===== config.mk =====
export PLATFORM = sky130hd
export DESIGN_NAME = sid_reg_ctrl
export DESIGN_NICKNAME = d
export VERILOG_FILES = /design/src/rtl/sid_pkg.sv /design/src/rtl/sid_wr_fifo.sv /design/src/rtl/sid_reg_ctrl.sv
export SDC_FILE = /design/constraint.sdc
export NUM_CORES = 1
export LEC_CHECK = 0
export ABC_AREA = 0
export CORE_ASPECT_RATIO = 0.7
export CORE_MARGIN = 1.5
export CORE_UTILIZATION = 38
export DETAILED_ROUTE_END_ITERATION = 10
export GPL_TIMING_DRIVEN = 0
export PLACE_DENSITY = 0.62
export REMOVE_ABC_BUFFERS = 1
export SLEW_MARGIN = 20
export SYNTH_ARGS = -nofsm -noshare
export SYNTH_HDL_FRONTEND = slang
export SYNTH_SLANG_ARGS = --single-unit

===== constraint.sdc =====
create_clock -name clock -period 5.3 [get_ports clock]
set_clock_uncertainty 0.2 [all_clocks]
set_input_delay 1.06 -clock clock [delete_from_list [all_inputs] [get_ports clock]]
set_output_delay 1.06 -clock clock [all_outputs]
set_load 0.005 [all_outputs]

===== src/rtl/sid_pkg.sv =====
// Shared SID register-map constants, bus-latch timing defaults and write-queue payload.
package sid_pkg;

  localparam int unsigned NUM_VOICES   = 3;
  localparam int unsigned VOICE_STRIDE = 7;
  localparam int unsigned ADDR_W       = 5;
  localparam int unsigned DATA_W       = 8;
  localparam int unsigned TTL_W        = 24;
  localparam int unsigned FIFO_DEPTH   = 2;

  localparam logic [ADDR_W-1:0] ADDR_FC_LO    = 5'h15;
  localparam logic [ADDR_W-1:0] ADDR_FC_HI    = 5'h16;
  localparam logic [ADDR_W-1:0] ADDR_RES_FILT = 5'h17;
  localparam logic [ADDR_W-1:0] ADDR_MODE_VOL = 5'h18;
  localparam logic [ADDR_W-1:0] ADDR_POT_X    = 5'h19;
  localparam logic [ADDR_W-1:0] ADDR_POT_Y    = 5'h1A;
  localparam logic [ADDR_W-1:0] ADDR_OSC3     = 5'h1B;
  localparam logic [ADDR_W-1:0] ADDR_ENV3     = 5'h1C;

  localparam logic [TTL_W-1:0] BUS_TTL_6581_DEF = 24'h001D00;
  localparam logic [TTL_W-1:0] BUS_TTL_8580_DEF = 24'h0A2000;

  typedef struct packed {
    logic [ADDR_W-1:0] addr;
    logic [DATA_W-1:0] data;
  } wr_entry_t;

endpackage


===== src/rtl/sid_wr_fifo.sv =====
// Two-entry CPU write queue; a push into a full queue replaces the newest entry.
module sid_wr_fifo
  import sid_pkg::*;
(
  input  logic      clock,
  input  logic      reset,
  input  logic      push,
  input  logic      pop,
  input  wr_entry_t wdata,
  output wr_entry_t rdata,
  output logic      empty,
  output logic      ovf_c
);

  logic [1:0] count;
  wr_entry_t  mem [FIFO_DEPTH];
  logic       pop_ok;

  assign pop_ok = pop & (count != 2'd0);
  assign empty  = (count == 2'd0);
  assign rdata  = mem[0];
  assign ovf_c  = push & ~pop_ok & (count == 2'(FIFO_DEPTH));

  // mem[0] is always the oldest entry; popping shifts mem[1] down.
  always_ff @(posedge clock) begin
    if (reset) begin
      count  <= 2'd0;
      mem[0] <= '0;
      mem[1] <= '0;
    end else begin
      case ({push, pop_ok})
        2'b11: begin
          if (count == 2'd1) begin
            mem[0] <= wdata;
          end else begin
            mem[0] <= mem[1];
            mem[1] <= wdata;
          end
        end
        2'b01: begin
          mem[0] <= mem[1];
          count  <= count - 2'd1;
        end
        2'b10: begin
          if (count == 2'd0) begin
            mem[0] <= wdata;
            count  <= 2'd1;
          end else begin
            mem[1] <= wdata;
            count  <= 2'd2;
          end
        end
        default: ;
      endcase
    end
  end

endmodule


===== src/rtl/sid_reg_ctrl.sv =====
// SID register file: queued CPU writes committed on the 1 MHz tick, read mux and
// decaying data-bus latch.
module sid_reg_ctrl
  import sid_pkg::*;
#(
  parameter logic [TTL_W-1:0] BUS_TTL_6581 = BUS_TTL_6581_DEF,
  parameter logic [TTL_W-1:0] BUS_TTL_8580 = BUS_TTL_8580_DEF
) (
  input  logic                        clock,
  input  logic                        reset,
  input  logic                        ce_1m,
  input  logic                        mode,
  input  logic                        cs,
  input  logic                        we,
  input  logic [ADDR_W-1:0]           addr,
  input  logic [DATA_W-1:0]           data_in,
  output logic [DATA_W-1:0]           data_out,
  input  logic [DATA_W-1:0]           pot_x,
  input  logic [DATA_W-1:0]           pot_y,
  input  logic [DATA_W-1:0]           osc3,
  input  logic [DATA_W-1:0]           env3,
  output logic [NUM_VOICES-1:0][15:0] freq,
  output logic [NUM_VOICES-1:0][11:0] pw,
  output logic [NUM_VOICES-1:0][7:0]  control,
  output logic [NUM_VOICES-1:0][7:0]  att_dec,
  output logic [NUM_VOICES-1:0][7:0]  sus_rel,
  output logic [10:0]                 fc,
  output logic [7:0]                  res_filt,
  output logic [7:0]                  mode_vol,
  output logic                        wr_ovf
);

  logic              wr_c;
  logic              rd_c;
  logic              commit_c;
  logic              empty;
  logic              ovf_c;
  wr_entry_t         head;
  wr_entry_t         wentry;
  logic [DATA_W-1:0] bus_latch;
  logic [TTL_W-1:0]  decay_cnt;

  assign wr_c     = cs & we;
  assign rd_c     = cs & ~we;
  assign commit_c = ce_1m & ~empty;
  assign wentry   = '{addr: addr, data: data_in};

  sid_wr_fifo u_fifo (
    .clock (clock),
    .reset (reset),
    .push  (wr_c),
    .pop   (ce_1m),
    .wdata (wentry),
    .rdata (head),
    .empty (empty),
    .ovf_c (ovf_c)
  );

  // Register file updated only from the queue head on a tick.
  always_ff @(posedge clock) begin
    if (reset) begin
      freq     <= '0;
      pw       <= '0;
      control  <= '0;
      att_dec  <= '0;
      sus_rel  <= '0;
      fc       <= '0;
      res_filt <= '0;
      mode_vol <= '0;
    end else if (commit_c) begin
      for (int v = 0; v < int'(NUM_VOICES); v++) begin
        if (head.addr == 5'(v * VOICE_STRIDE + 0)) freq[v][7:0]   <= head.data;
        if (head.addr == 5'(v * VOICE_STRIDE + 1)) freq[v][15:8]  <= head.data;
        if (head.addr == 5'(v * VOICE_STRIDE + 2)) pw[v][7:0]     <= head.data;
        if (head.addr == 5'(v * VOICE_STRIDE + 3)) pw[v][11:8]    <= head.data[3:0];
        if (head.addr == 5'(v * VOICE_STRIDE + 4)) control[v]     <= head.data;
        if (head.addr == 5'(v * VOICE_STRIDE + 5)) att_dec[v]     <= head.data;
        if (head.addr == 5'(v * VOICE_STRIDE + 6)) sus_rel[v]     <= head.data;
      end
      if (head.addr == ADDR_FC_LO)    fc[2:0]  <= head.data[2:0];
      if (head.addr == ADDR_FC_HI)    fc[10:3] <= head.data;
      if (head.addr == ADDR_RES_FILT) res_filt <= head.data;
      if (head.addr == ADDR_MODE_VOL) mode_vol <= head.data;
    end
  end

  // Bus latch: reloaded at capture time, fades to zero after the mode's TTL.
  always_ff @(posedge clock) begin
    if (reset) begin
      bus_latch <= '0;
      decay_cnt <= '0;
    end else if (wr_c) begin
      bus_latch <= data_in;
      decay_cnt <= mode ? BUS_TTL_8580 : BUS_TTL_6581;
    end else if (ce_1m && decay_cnt != '0) begin
      decay_cnt <= decay_cnt - TTL_W'(1);
      if (decay_cnt == TTL_W'(1)) bus_latch <= '0;
    end
  end

  always_ff @(posedge clock) begin
    if (reset) begin
      data_out <= '0;
      wr_ovf   <= 1'b0;
    end else begin
      if (ovf_c) wr_ovf <= 1'b1;
      if (rd_c) begin
        case (addr)
          ADDR_POT_X: data_out <= pot_x;
          ADDR_POT_Y: data_out <= pot_y;
          ADDR_OSC3:  data_out <= osc3;
          ADDR_ENV3:  data_out <= env3;
          default:    data_out <= bus_latch;
        endcase
      end
    end
  end

endmodule


# --- Yosys cells after proc, flatten, opt, wreduce, memory -nomap -nowiden ---
# Memory sizes are Yosys's and may differ from the RTL's.
# Cells that the tools add are included.
word_totals:
  register_bits: 226
  ramBits: 26
  output_inout_bits: 192
  n_memories: 1
op_classes:
  add_sub_neg: 2
  eq_ne: 34
  n_mux: 36
  bitwise_logic: 15
  reduce_logical: 34
mem_list:
  columns: ["memory", "depth", "width", "read_ports", "rd_clocked_by_memory_dff", "wr", "line", "source"]
  rows:
  - ["u_fifo.mem", 2, 13, 2, 0, 2, "sid_wr_fifo.sv:16", "wr_entry_t mem [FIFO_DEPTH];"]
ops:
  columns: ["cell", "count"]
  rows:
  - ["13-bit two-way mux", 6]
  - ["5-bit equality test, second input constant", 13]
  - ["2-bit AND reduction", 26]
  - ["24-bit two-way mux", 2]
  - ["5-bit by 4-bit equality test with 1-bit output, second input constant", 8]
  - ["8-bit case mux with 4 select lines", 1]
  - ["24-bit by 1-bit equality test with 1-bit output, second input constant", 1]
  - ["8-bit two-way mux", 3]
  - ["24-bit nonzero test", 1]
  - ["24-bit by 1-bit subtractor with 24-bit output, second input constant", 1]
  - ["1-bit two-way mux", 21]
  - ["5-bit by 3-bit equality test with 1-bit output, second input constant", 4]
  - ["20-bit two-way mux", 1]
  - ["5-bit by 2-bit equality test with 1-bit output, second input constant", 2]
  - ["2-bit nonzero test", 4]
  - ["1-bit AND", 6]
  - ["2-bit equality test, second input constant", 3]
  - ["1-bit bitwise OR", 6]
  - ["5-bit by 1-bit equality test with 1-bit output, second input constant", 1]
  - ["5-bit zero test", 1]
  - ["2-bit by 1-bit equality test with 1-bit output, second input constant", 2]
  - ["2-bit case mux with 2 select lines", 1]
  - ["1-bit NOT", 3]
  - ["2-bit zero test", 1]
  - ["3 further kinds", 3]

# --- Logic depth before layout (Yosys ltp) ---
# Gate-level depths: netlist of run 1.
logic_depth:
  depth_word: 10
  mapped_depth: 10

# --- Hierarchy ---
# From an unflattened synthesis of run 1, not the netlist that was laid out.
hier_totals:
  hier_cells: 1083
  area_unflattened_um2: 10224.8
by_module_without_submodules:
  columns: ["mod", "n_inst", "cells_each", "area_per_inst_um2"]
  rows:
  - ["sid_reg_ctrl", 1, 981, 8836.0]
  - ["sid_wr_fifo", 1, 102, 1388.8]

# --- Worst setup path before layout of run 1 ---
# OpenSTA, ideal clock, no wires.
synth_path:
  path_kind: "input -> register"
  startpoint: "input port cs"
  endpoint: "memory u_fifo.mem[0][13] in the netlist's numbering (enable)"
  setup_ps: 404
  arrival_ps: 3130
  t_required_ps: 4696
  path_slack_ps: 1566
  cell_stages: 6
  n_path_buf: 2
  cell_sequence: "nand2_1 clkbuf_1 inv_1 buf_1 ha_1 o31ai_1"
synth_rtl:
  columns: ["item", "line", "source"]
  rows:
  - ["start: declaration", "sid_reg_ctrl.sv:13", "input logic cs,"]
  - ["end: declaration", "sid_wr_fifo.sv:16", null]

==> impl_results.md, run 1 <==
- Worst-case vdd ir drop: 0.0002432 V
- Post-synth ARST share: 0%
- CTS tree: yes
- Share of cells above drive strength 1: 6.530%
- Routed WL: 30360 um
- Final worst slack: around 1.3 ns
- Comb power frac: 15.4%
- Power Dens Cells: approximately 340 nW/um2
- Critical path arrival: 4.13 ns
- Top cells by area, synth: dfxtp_1, mux2i_1, edfxtp_1, a21oi_1, nor2_1
- Critical path required time: 5.48 ns
- Leading cell types by count after synthesis: dfxtp_1, nor2_1, nand2_1
- P_sw: roughly 1.3 mW
- Via count: 8729
- Setup Fix Bufs, Post-CTS: 0
- Ant. Diodes: 0
- RSZ-0062 raised after global routing: no
- Syn Area/Cell: 9.198 um2
- Hold Path Stages: 2
- Top cell type by total area after synthesis: dfxtp_1
- Hold Startpoint: freq[28]$_SDFFE_PP0P_
- # rows: 49
- Critical path startpoint: cs
- Clock sinks: 252
- Internal reg-to-reg setup slack: 2.01 ns
- Post-synth EDFFs: 26
- Clock Tree Buf Depth: 3
- Sw Ratio: 28.18%
- Max Cap Viol: 0
- Worst R2R End: control[11]$_SDFFE_PP0P_
- CTS buffer count: 26
- Antenna violations before repair: 0
- Starting Density: 38.98%
- Post-Route Utilization: between 50% and 60%
- DRC: 0
- Overall die height: 139.5 um
- CP Capture Type: register
- Yosys top cell area share: 44.76%
- Pre-antenna DRT Iters: 5
- Vias in the first global route: 8094
- Final Wtd Congestion: between 0.7 and 0.8
- Status: finished clean
- Cells after synthesis: between 1000 and 1500
- Fin Hold WS: around 0.25 ns
- Vias per inst: 5.214
- FF-to-FF Start: u_fifo.count[0]$_SDFFE_PP0P_
- Clock-pin slew on the worst setup and hold paths: 0.06 ns
- Mean routed wirelength per cell: 18.14 um
- P_int: 3.361 mW
- I/O pin count: 243
- DPL Wire Length: 20430 um
- Core box area: 25930 um2
- Layout area overhead: 36.87%
- CP max FO: 15
- Dpl ws: 0.8156 ns
- Final hold vios: 0
- Cell Area, Synth: 10110 um2
- Hold EP: freq[28]$_SDFFE_PP0P_
- Synth warnings: 0
- Setup-failing EPs final: 0
- Register bit total from synthesis: 252
- Critical path class: primary input to register
- Relative slew slack: 18.64%
- Total global routing overflow: 0
- Layout fillers: 2390
- Port-buffer cells: 242
- Sequential share of power: 46.1%
- Minimum clock period: 3.953 ns
- Crit share post-route: around 75%
- Largest net degree at the start of global routing: 114
- Sequential area share after synthesis: between 50 and 60%
- Root Buffer: clkbuf_16
- Total global-route track usage: 21.33%
- Max Fclk: 0.2530 GHz
- Critical path launch point type: primary input
- Htree depth: 1
- # resized after CTS: 0
- Nets: 1358
- Post-route ant nets: 0
- Lkg Pwr: 4.708 nW
- Tightest Pin Transition: between 1 and 1.5 ns
- First-pass GRT wire length: between 40000 and 50000 um
- Die ar.: 27600 um2
- Power share of the clock group: 38.5%
- Worst-Skew Late Latency: 0.52 ns
- Die W: 197.9 um
- DRT iter0 DRCs: 474
- Ys flop type: dfxtp_1
- Max-slew violation count: 0
- FF-to-FF path depth: 7
- HP Class: register to register
- Netlist cell types: 61
- Hold-fix buffers, CTS: 0
- Most frequent cell after synthesis: dfxtp_1
## per-stage QoR
| stage | instance area, um2 | power, mW | setup TNS, ns | instances |
|---|---|---|---|---|
| after floorplan | 9778 | 2.505 | 0 | 1013 |
| after global placement | 12650 | 2.802 | -796.99 | 1612 |
| after detailed placement | 12960 | 2.905 | 0 | 1626 |
| after CTS | 13810 | 4.707 | 0 | 1673 |
| after global routing | 13840 | 4.863 | 0 | 1674 |
| final | 13840 | 4.679 | 0 | 1674 |
## flip-flops by register name, summed over array words and instances (netlist names)
name          count
att_dec          24
freq             48
u_fifo.count      2
pw               36
decay_cnt        24
u_fifo.mem       26
bus_latch         8
fc               11
wr_ovf            1
sus_rel          24
res_filt          8
control          24
mode_vol          8
data_out          8
## area by class of cell
cell class	count	area [um2]	share of cell area (%)
Clock buffer	43	825.8	5.969
Clock inverter	4	20.02	0.1447
Inverter	7	26.28	0.1899
Multi-Input combinational cell	754	4512	32.61
Sequential cell	252	5305	38.34
Tap cell	357	446.7	3.228
Timing Repair Buffer	257	2700	19.52
## layout by cell type (no fill, tap or decap), drive strengths merged, types with 6 or more instances in the layout
cell type / n
a211oi: 7
a21oi: 121
a22o: 14
a22oi: 8
a31oi: 7
and2: 15
buf: 16
clkbuf: 43
clkdlybuf4s50: 241
dfxtp: 226
edfxtp: 26
ha: 9
inv: 7
mux2i: 93
nand2: 122
nand2b: 8
nand3: 94
nor2: 130
nor2b: 10
nor4: 6
o21ai: 22
o31ai: 8
or3: 11
or4: 11
## power by group through the flow
stage | Sequential [mW] | Clock, mW | Combinational (mW)
2_1_floorplan | 2.15 | 0 | 0.350
3_3_place_gp | 2.26 | 0 | 0.546
3_5_place_dp | 2.20 | 0 | 0.700
4_1_cts | 2.16 | 1.84 | 0.704
5_1_grt | 2.17 | 1.92 | 0.780
6_report | 2.16 | 1.80 | 0.720
## cell families (layout without fill, tap and decap cells)
| kind of cell | after synthesis | in the layout | synth area share [%] |
|---|---|---|---|
| fa+ha+maj | 9 | 9 | 1.114 |
| buf+inv | 93 | 311 | 3.528 |
| xor+xnor | 3 | 3 | 0.2600 |
| mux | 93 | 93 | 9.209 |
| simple gates | 440 | 440 | 21.04 |
| compound gates | 209 | 209 | 12.37 |
| flops | 252 | 252 | 52.48 |
## critical path, cell delays in order
cell,delay [ns]
clkdlybuf4s50_1,0.50
nand2_1,0.30
inv_1,0.53
ha_1,0.47
and2_1,0.29
a31oi_1,0.07
nor2_1,0.63
a22o_1,0.26
## how the worst max path moves through the flow
stage                                              to  slack, ns  depth (start not counted)
after floorplan              att_dec[16]$_SDFFE_PP0P_       1.75                          5
after global placement    u_fifo.mem[0][10]$_DFFE_PP_      -4.99                          3
after detailed placement  u_fifo.mem[0][10]$_DFFE_PP_       0.82                          8
after CTS                 u_fifo.mem[0][10]$_DFFE_PP_       1.35                          8
after global routing      u_fifo.mem[0][10]$_DFFE_PP_       1.13                          8
final                     u_fifo.mem[0][10]$_DFFE_PP_       1.35                          8
## layer usage
metal | track usage (%) | vias to the layer above | wire (um)
li1 | - | 4255 | -
met1 | 31.14 | 4150 | 14490
met2 | 32.77 | 292 | 13170
met3 | 4.435 | 32 | 2311
met4 | 3.536 | 0 | 387
met5 | 0 | - | 0
No activity file was read; power rests on OpenSTA's default activity.
==> run 2: changes to the inputs <==
- PLACE_DENSITY: 0.62 -> 0.64
- clock period: 5.3 -> 3.25 ns (I/O delays scaled with it)
==> run 2 against run 1 <==
Combinational power up 71%; via count decreased by 0.53%; total power rose by 61%; utilization up 0.32 points; die area unchanged; clock power up 56%; global-route usage down 0.49 points; hold slack gained 0.00068 ns; setup slack got worse by 1.2 ns; critical endpoint is now sus_rel[14]$_SDFFE_PP0P_; highest routed layer unchanged.
==> impl_results.md, run 2 (synthesis results as in run 1) <==
- Root Buffer: clkbuf_16
- HP Class: register to register
- FF-to-FF Start: u_fifo.count[0]$_SDFFE_PP0P_
- Max-slew violation count: 0 (unchanged)
- Sw Ratio: 28.13% (-0.051 points)
- Core box area: 25930 um2 (unchanged)
- Largest reg by FF count: freq
- Final hold vios: 0 (unchanged)
- FF-to-FF path depth: 7 (unchanged)
- Max Fclk: 0.3240 GHz
- Most frequent cells in the layout: clkdlybuf4s50_1, dfxtp_1, nor2_1
- Antenna violations before repair: 0 (unchanged)
- Setup-failing EPs final: 0 (unchanged)
- Max reg flops: 48 (unchanged)
- Die W: 197.9 um (unchanged)
- Dpl ws: -0.9173 ns (-1.733 ns)
- Final worst slack: 0.1631 ns (-1.184 ns)
- Relative slew slack: 42.10% (+23 points)
- Overall die height: 139.5 um (unchanged)
- Ant. Diodes: 0 (unchanged)
- CTS tree: yes
- P_sw: 2.121 mW (+61%)
- Status: finished clean
- Crit path cell chain: clkdlybuf4s50_1 -> and2b_1 -> nand4b_1 -> nor2_2 -> mux2i_1 -> nor2_1
- Fin Hold WS: 0.2528 ns (+0.0006840 ns)
- Critical path required time: 3.44 ns (-2.04 ns)
- Highest Signal Layer: met4
- Via count: 8683 (-0.53%)
- Largest net degree at the start of global routing: 124 (+8.8%)
- Clock-pin slew on the worst setup and hold paths: 0.06 ns (about the same)
- Setup Total Neg Slack: 0 ns (unchanged)
- Top flop regs: freq: 48 flops, pw: 36 flops, u_fifo.mem: 26 flops
- DR WL met3: 1617 um (-30%)
- Lkg Pwr: 4.718 nW (+0.21%)
- Max Cap Viol: 0 (unchanged)
- WL met1: 14550 um (+0.39%)
- Post-route ant nets: 0 (unchanged)
- Worst-case vdd ir drop: 0.0003221 V (+32%)
- Total global-route track usage: 20.83% (-0.49 points)
- Vias per inst: 5.168 (-0.88%)
- Max stage delay cell, worst path: clkdlybuf4s50_1
- Pre-antenna DRT Iters: 7 (+2)
- Most common cell after layout, fill and taps aside: clkdlybuf4s50_1
- Critical path arrival: 3.28 ns (-0.85 ns)
- Mean routed wirelength per cell: 17.67 um (-2.6%)
- Worst R2R End: sus_rel[14]$_SDFFE_PP0P_
- Final Power: 7.542 mW (+61%)
- Critical path class: primary input to register
- CP max stage delay: 0.70 ns (+0.07 ns)
- Crit share post-route: 94.98%
- Minimum clock period: 3.087 ns
- Nets: 1364 (+0.44%)
- Hold EP: freq[10]$_SDFFE_PP0P_
- Hold Path Stages: 2 (unchanged)
- Starting Density: 38.98% (unchanged)
- Clock sinks: 252 (unchanged)
- Hold Startpoint: freq[10]$_SDFFE_PP0P_
- Die ar.: 27600 um2 (unchanged)
- CP max FO: 12 (-3)
- Htree depth: 1 (unchanged)
- Worst-Skew Late Latency: 0.52 ns (about the same)
- Clock Tree Buf Depth: 3 (unchanged)
- Routed WL: 29680 um (-2.2%)
- I/O pin count: 243 (unchanged)
- Tightest Pin Transition: 0.8653 ns (-0.3550 ns)
- Layout area overhead: 37.69%
- DRT iter0 DRCs: 498 (+5.1%)
- Power share of the clock group: 37.2% (-1.3 points)
- RSZ-0062 raised after global routing: yes
- Power Dens Cells: 541.9 nW/um2 (+60%)
- Internal reg-to-reg setup slack: 0.28 ns (-1.73 ns)
- Critical path launch point type: primary input
- Port-buffer cells: 242 (unchanged)
- Layout fillers: 2391 (+0.042%)
- Sequential share of power: 46.5% (+0.4 points)
- DPL Wire Length: 19970 um (-2.2%)
- # rows: 49 (unchanged)
- CP Capture Type: register
- DR WL met2: 12930 um (-1.8%)
- Comb power frac: 16.3% (+0.9 points)
- Total global routing overflow: 0 (unchanged)
- CTS buffer count: 25 (-3.8%)
- P_int: 5.421 mW (+61%)
- First-pass GRT wire length: 45460 um (-2.5%)
- Vias in the first global route: 7962 (-1.6%)
- Share of cells above drive strength 1: 7.181% (+0.65 points)
- Final Wtd Congestion: 0.7940 (-0.34%)
- DRC: 0 (unchanged)
-- run 2: changes by cell type in the layout (fill, tap and decap cells not counted), sizes merged --
cell      change
nor3b         +1
clkbuf        -2
bufinv        +1
buf           +6
clkinvlp      +1
clkinv        -1
-- run 2: worst max path at each step --
stage	start	end	slack, ns	cells after the start
6_report	ce_1m	sus_rel[14]$_SDFFE_PP0P_	0.16	6
5_1_grt	ce_1m	freq[39]$_SDFFE_PP0P_	-0.04	6
4_1_cts	cs	u_fifo.mem[0][6]$_DFFE_PP_	0.03	8
3_5_place_dp	ce_1m	att_dec[21]$_SDFFE_PP0P_	-0.92	6
3_3_place_gp	reset	u_fifo.mem[0][10]$_DFFE_PP_	-6.30	3
2_1_floorplan	ce_1m	att_dec[16]$_SDFFE_PP0P_	0.11	5
-- run 2: layer usage --
metal | vias up | track usage (%)
met4 | 0 | 4.982
met5 | - | 0
met3 | 41 | 3.393
li1 | 4256 | -
met2 | 261 | 31.02
met1 | 4125 | 31.26
-- run 2: area by class of cell --
class | instances | area (um2) | share of cell area [%]
Sequential cell | 252 | 5305 | 38.12
Multi-Input combinational cell | 755 | 4548 | 32.68
Timing Repair Buffer | 263 | 2799 | 20.11
Clock buffer | 41 | 735.7 | 5.286
Tap cell | 357 | 446.7 | 3.209
Clock inverter | 5 | 53.80 | 0.3866
Inverter | 7 | 30.03 | 0.2158
-- run 2: power by group through the flow --
stage	sequential, mW	clock (mW)	combinational (mW)
after floorplan	3.51	0	0.571
after global placement	3.68	0	0.887
after detailed placement	3.59	0	1.16
after CTS	3.53	2.88	1.18
after global routing	3.53	3.01	1.34
final	3.51	2.81	1.23
-- run 2: critical path, delay by kind of cell --
kind                   cells  cell delay (ns)
AND/OR/NAND/NOR            4             1.65
buffers and inverters      1             0.70
multiplexers               1             0.26
-- run 2: what timing repair did --
action,CTS,global route
cloned,1,0
setup endpoints to repair,53,45
setup buffers,0,5
pin swaps,1,1
resized for setup,6,4
hold buffers,0,0
-- run 2: metrics by stage --
stage,std cells,util [%],instance area (um2)
detailed placement,1626,50.13,13000
CTS,1673,53.29,13820
global placement,1612,48.77,12650
floorplan,1013,-,9778
global route,1680,53.67,13920
finish,1680,53.67,13920
